===== src/rtl/decoder_scan_pkg.sv =====
// decoder_scan_pkg: shared state type, line geometry and lowest-set-bit helper
//   for decoder_scan_ctrl and scan_next_sel.
package decoder_scan_pkg;
    localparam int NUM_LINES = 8;
    localparam int SEL_W     = 3;

    typedef enum logic [1:0] {IDLE, BLANK, DWELL} scan_state_t;

    function automatic logic [SEL_W-1:0] lowest_set(input logic [NUM_LINES-1:0] m);
        lowest_set = '0;
        for (int i = NUM_LINES - 1; i >= 0; i--)
            if (m[i]) lowest_set = SEL_W'(i);
    endfunction
endpackage


===== src/rtl/scan_next_sel.sv =====
// scan_next_sel: rotating-priority finder for the next enabled decoder line.
//   mask : line-enable mask
//   cur  : currently selected line
//   next : lowest set mask bit strictly above cur, else lowest set bit overall
//   wrap : no set bit above cur, so the search wrapped around
//   none : mask is empty
module scan_next_sel
    import decoder_scan_pkg::*;
(
    input  logic [NUM_LINES-1:0] mask,
    input  logic [SEL_W-1:0]     cur,
    output logic [SEL_W-1:0]     next,
    output logic                 wrap,
    output logic                 none
);
    logic [SEL_W-1:0] above;
    logic             hit;

    // Descending scan so the lowest qualifying bit is the last one written.
    always_comb begin
        above = '0;
        hit   = 1'b0;
        for (int i = NUM_LINES - 1; i >= 0; i--) begin
            if (mask[i] && i > int'(cur)) begin
                above = SEL_W'(i);
                hit   = 1'b1;
            end
        end
    end

    assign next = hit ? above : lowest_set(mask);
    assign wrap = !hit;
    assign none = mask == '0;
endmodule


===== src/rtl/decoder_scan_ctrl.sv =====
// decoder_scan_ctrl: steps a 3-to-8 decoder through its enabled lines with
//   programmable dwell and a fixed blanking gap before each line.
//   clk, rst  : clock, asynchronous active-high reset
//   start     : begin a scan (ignored while busy or with an empty mask)
//   stop      : abort the scan; wins over start
//   single    : latched on start, 1 = one pass then idle
//   dwell     : active cycles per line (0 acts as 1), sampled entering DWELL
//   mask      : live line-enable mask
//   sel_out   : decoder select, en_out : decoder enable (both registered)
//   busy      : scan in progress, pass_done : pulse after a pass completes
module decoder_scan_ctrl
    import decoder_scan_pkg::*;
#(
    parameter int DWELL_W      = 8,
    parameter int BLANK_CYCLES = 2
) (
    input  logic               clk,
    input  logic               rst,
    input  logic               start,
    input  logic               stop,
    input  logic               single,
    input  logic [DWELL_W-1:0] dwell,
    input  logic [7:0]         mask,
    output logic [2:0]         sel_out,
    output logic               en_out,
    output logic               busy,
    output logic               pass_done
);
    localparam int BW = $clog2(BLANK_CYCLES + 1);

    scan_state_t      state, state_nxt;
    logic [BW-1:0]      bcnt, bcnt_nxt;
    logic [DWELL_W-1:0] dcnt, dcnt_nxt;
    logic               single_q, single_nxt;
    logic [SEL_W-1:0]   sel_nxt, nsel;
    logic               en_nxt, busy_nxt, pd_nxt;
    logic               wrap, none;
    logic               start_ok, blank_end, dwell_end, pass_end;

    scan_next_sel u_next (
        .mask (mask),
        .cur  (sel_out),
        .next (nsel),
        .wrap (wrap),
        .none (none)
    );

    assign start_ok  = state == IDLE && start && !stop && mask != '0;
    assign blank_end = state == BLANK && bcnt == BW'(BLANK_CYCLES - 1);
    assign dwell_end = state == DWELL && dcnt == '0;
    assign pass_end  = dwell_end && (wrap || none);

    always_ff @(posedge clk or posedge rst) begin
        if (rst) begin
            state     <= IDLE;
            bcnt      <= '0;
            dcnt      <= '0;
            single_q  <= 1'b0;
            sel_out   <= '0;
            en_out    <= 1'b0;
            busy      <= 1'b0;
            pass_done <= 1'b0;
        end else begin
            state     <= state_nxt;
            bcnt      <= bcnt_nxt;
            dcnt      <= dcnt_nxt;
            single_q  <= single_nxt;
            sel_out   <= sel_nxt;
            en_out    <= en_nxt;
            busy      <= busy_nxt;
            pass_done <= pd_nxt;
        end
    end

    always_comb begin
        state_nxt = state;
        unique case (state)
            IDLE:    state_nxt = start_ok ? BLANK : IDLE;
            BLANK:   state_nxt = stop ? IDLE : blank_end ? DWELL : BLANK;
            DWELL:   state_nxt = stop ? IDLE :
                                 !dwell_end ? DWELL :
                                 (pass_end && (single_q || none)) ? IDLE : BLANK;
            default: state_nxt = IDLE;
        endcase
    end

    // Outputs are computed from the next state so they come straight off flops.
    // sel_out only moves on start or on the DWELL->BLANK hop, never while enabled.
    always_comb begin
        sel_nxt    = start_ok ? lowest_set(mask) :
                     (dwell_end && state_nxt == BLANK) ? nsel : sel_out;
        en_nxt     = state_nxt == DWELL;
        busy_nxt   = state_nxt != IDLE;
        pd_nxt     = pass_end && !stop;
        single_nxt = start_ok ? single : single_q;
        bcnt_nxt   = (state == BLANK && !blank_end) ? bcnt + BW'(1) : '0;
        dcnt_nxt   = (state_nxt == DWELL && state != DWELL) ?
                         ((dwell == '0) ? '0 : dwell - DWELL_W'(1)) :
                     (state == DWELL && dcnt != '0) ? dcnt - DWELL_W'(1) : dcnt;
    end
endmodule


===== config.mk =====
export PLATFORM = sky130hd
export DESIGN_NAME = decoder_scan_ctrl
export DESIGN_NICKNAME = d
export VERILOG_FILES = /design/src/rtl/decoder_scan_pkg.sv /design/src/rtl/scan_next_sel.sv /design/src/rtl/decoder_scan_ctrl.sv
export SDC_FILE = /design/constraint.sdc
export NUM_CORES = 1
export LEC_CHECK = 0
export ABC_AREA = 1
export BUFFER_PORTS_ARGS = -buffer_cell sky130_fd_sc_hd__clkbuf_2
export CORE_UTILIZATION = 50
export DETAILED_ROUTE_END_ITERATION = 12
export HOLD_SLACK_MARGIN = 0.12
export PLACE_DENSITY = 0.81
export RECOVER_POWER = 25
export SYNTH_ARGS = -nofsm -noshare
export SYNTH_HDL_FRONTEND = slang
export SYNTH_SLANG_ARGS = --single-unit

===== constraint.sdc =====
create_clock -name clk -period 3.4 [get_ports clk]
set_clock_uncertainty 0.15 [all_clocks]
set_input_delay 0.51 -clock clk [delete_from_list [all_inputs] [get_ports clk]]
set_output_delay 0.51 -clock clk [all_outputs]
set_load 0.01 [all_outputs]

==> impl_metrics.toml <==
[hold_path]
hold_class = "in -> async"

[floorplan]
fp-row-count = 18
ios = 27
coreArea_um2 = 2540
die_x_um = 54.5
die_h_um = 54.5
dieArea_um2 = 2970
start_util_pct = 54.1

[timing]
post-route-min-period_ps = 2240
setup_viol = 0
relSlewSlack_pct = 54.1
grt_setup_unrepaired = "false"
drv_slew = 0
fmax_mhz = 447
fin_setup_tns_ps = 0
tightest_slew_ps = 688
hold_viol = 0
finalCritPeriodShare_pct = 65.8

[drt]
wl_per_cell_um = 11.0
drc = 0
first_iter_violations = 41
postRouteWirelength_um = 2770
firstDrtPassIters = 5
ant_nets = 0
num_vias = 1342
avgViaCountPerCell = 5.35

[layout]
diodes = 0
final_layout_size_suffix_gt1_share_pct = 18.6
final_nets = 246
syn2layout_area_growth_pct = 13.1

[place]
gp_congestion = 0.839
port-buffer-count = 26
dp_hpwl_um = 2220

[synth]
async_flop_share_pct = 100
yosysWarnings = 0
synth-main-ff-cell = "dfrtp_1"
ys_seq_area_share_pct = 34.5
synth_edf_count = 0
syn_nets = 217
syn-instance-count = 193
ys_types = 36
avgSynthCellArea_um2 = 7.13
syn_area_um2 = 1380
synth_seq_cells = 19

[pwr]
p_total_uw = 915
leakage_uw = 0.000808
power.density_nw_per_um2 = 588
peakVddDrop_v = 0.000326

[cts]
cts_sinks = 19
numCtsBuffers = 3
clk_pin_slew_ps = 110
cts_root_buffer = "clkbuf_4"
htree_num_levels = 1
cts_tree = "built"
post-cts-setup-buffers = 0
cts_buffer_depth = 2
cts_resized = 0
clock_latency_ps = 290
ctsHoldBuffers = 0

[critical_path]
crit_type = "reg -> reg"
r2r-start = "bcnt[1]"
cp-start-kind = "register"
cp_slowest_cell = "nor2_1"
crit_required_ps = 3470
reg2reg_to = "dcnt[4]"
cp_max_fo = 14
cp_data_arrival_time_ps = 2310
ff2ff_path_depth = 8
r2r_slack_ps = 1160
crit_path_max_incr_delay_ps = 520
endpoint_kind = "register"
crit_chain = "inv_1 -> ha_1 -> nand3_1 -> nor2_1 -> inv_1 -> nand2_4 -> o21ai_0 -> o21ai_0"

[grt]
grt_pass1_wl_um = 4870
track_usage_pct = 22.9
grt_max_degree = 20
antenna_found_initial = 0
grt_overflow = 0
grt_pass1_vias = 1213

[run]
drv_cap = 0

[run_status]
status = "completed"
cells in the mapped netlist (3+ instances only):
| library cell | count | area (µm²) |
|---|---|---|
| nand3_1 | 18 | 90.1 |
| xor2_1 | 5 | 43.8 |
| inv_1 | 25 | 93.8 |
| nor2_1 | 23 | 86.3 |
| o21ai_0 | 11 | 55.1 |
| nand4_1 | 3 | 18.8 |
| a31oi_1 | 6 | 37.5 |
| a21oi_1 | 4 | 20.0 |
| nor3_1 | 6 | 30.0 |
| ha_1 | 3 | 37.5 |
| nor2_2 | 3 | 18.8 |
| dfrtp_1 | 19 | 475 |
| nand2_1 | 40 | 150 |
cell usage in the layout (no fill, tap or decap), types with 2 or more instances in the layout:
cell,netlist,final
nand4_1,3,3
a21oi_1,4,4
a31oi_1,6,6
nor3_1,6,6
o21ai_0,11,11
o211ai_1,2,2
nor2_2,3,3
xor2_1,5,5
nand2_1,40,40
nor2_1,23,23
ha_1,3,3
inv_1,25,25
nand3b_1,2,2
o21bai_1,2,2
clkbuf_4,0,3
o21ai_1,2,2
clkbuf_2,0,26
nand3_1,18,18
dfrtp_1,19,19
worst max-delay path: cells and delay by family (launching register included):
family / cells / cell delay [ps]
AND/OR/NAND/NOR: 3 / 860
AO/OA/AOI/OAI: 2 / 300
flip-flops: 1 / 370
buffers and inverters: 2 / 340
adder cells (fa/ha/maj): 1 / 140
power by group:
group | switching [µW] | leakage (µW) | internal [µW]
combinational | 240 | 0.000551 | 169
clock | 68.8 | 0.0000177 | 43.8
sequential | 90.3 | 0.000239 | 303
cell type report:
cell class / instances / area, µm²
Fill cell: 238 / 988
Multi-Input combinational cell: 146 / 788
Sequential cell: 19 / 475
Timing Repair Buffer: 26 / 130
Inverter: 26 / 97.6
Tap cell: 30 / 37.5
Clock buffer: 3 / 22.5
Clock inverter: 1 / 5.00
flip-flops by register name, indices dropped and copies added (netlist names):
name,flops
bcnt,2
busy,1
dcnt,8
en_out,1
pass_done,1
sel_out,3
single_q,1
state,2
routing by layer:
metal  GRT usage, %  vias up  share of wire [%]
met1           30.0      589                 52
met2           37.6       47                 41
li1               -      704                  -
met5              0        -                  0
met3           5.83        2                5.8
met4           5.13        0               0.98
how the worst max path moves through the flow:
stage	slack, ps	cells after the start	endpoint	startpoint
6_report	1160	8	dcnt[4]	bcnt[1]
5_1_grt	890	8	dcnt[4]	bcnt[1]
4_1_cts	1170	8	dcnt[4]	bcnt[1]
3_5_place_dp	1180	8	dcnt[4]	bcnt[1]
3_3_place_gp	1270	8	dcnt[4]	bcnt[1]
2_1_floorplan	1650	9	dcnt[4]	dwell[0]
through the flow:
step	util [%]	setup WS, ps	cells	hold WS [ps]	area [µm²]
3_3_place_gp	60.1	1270	247	273	1530
3_5_place_dp	60.1	1180	247	273	1530
6_report	61.2	1160	251	128	1560
4_1_cts	61.2	1170	251	155	1560
2_1_floorplan	-	1650	193	260	1380
5_1_grt	61.2	892	251	200	1560
cell families (layout without fill, tap and decap cells):
| logic type | Yosys count | in the layout | share of synthesized area [%] |
|---|---|---|---|
| AOI/OAI and AO/OA | 34 | 34 | 16.0 |
| xor gates and xnor gates | 6 | 6 | 3.82 |
| adders and majority gates | 3 | 3 | 2.73 |
| buffers and inverters | 28 | 56 | 8.18 |
| DFF | 19 | 19 | 34.5 |
| and+or+nand+nor | 103 | 103 | 34.7 |
Power figures use the tool's default switching activity.
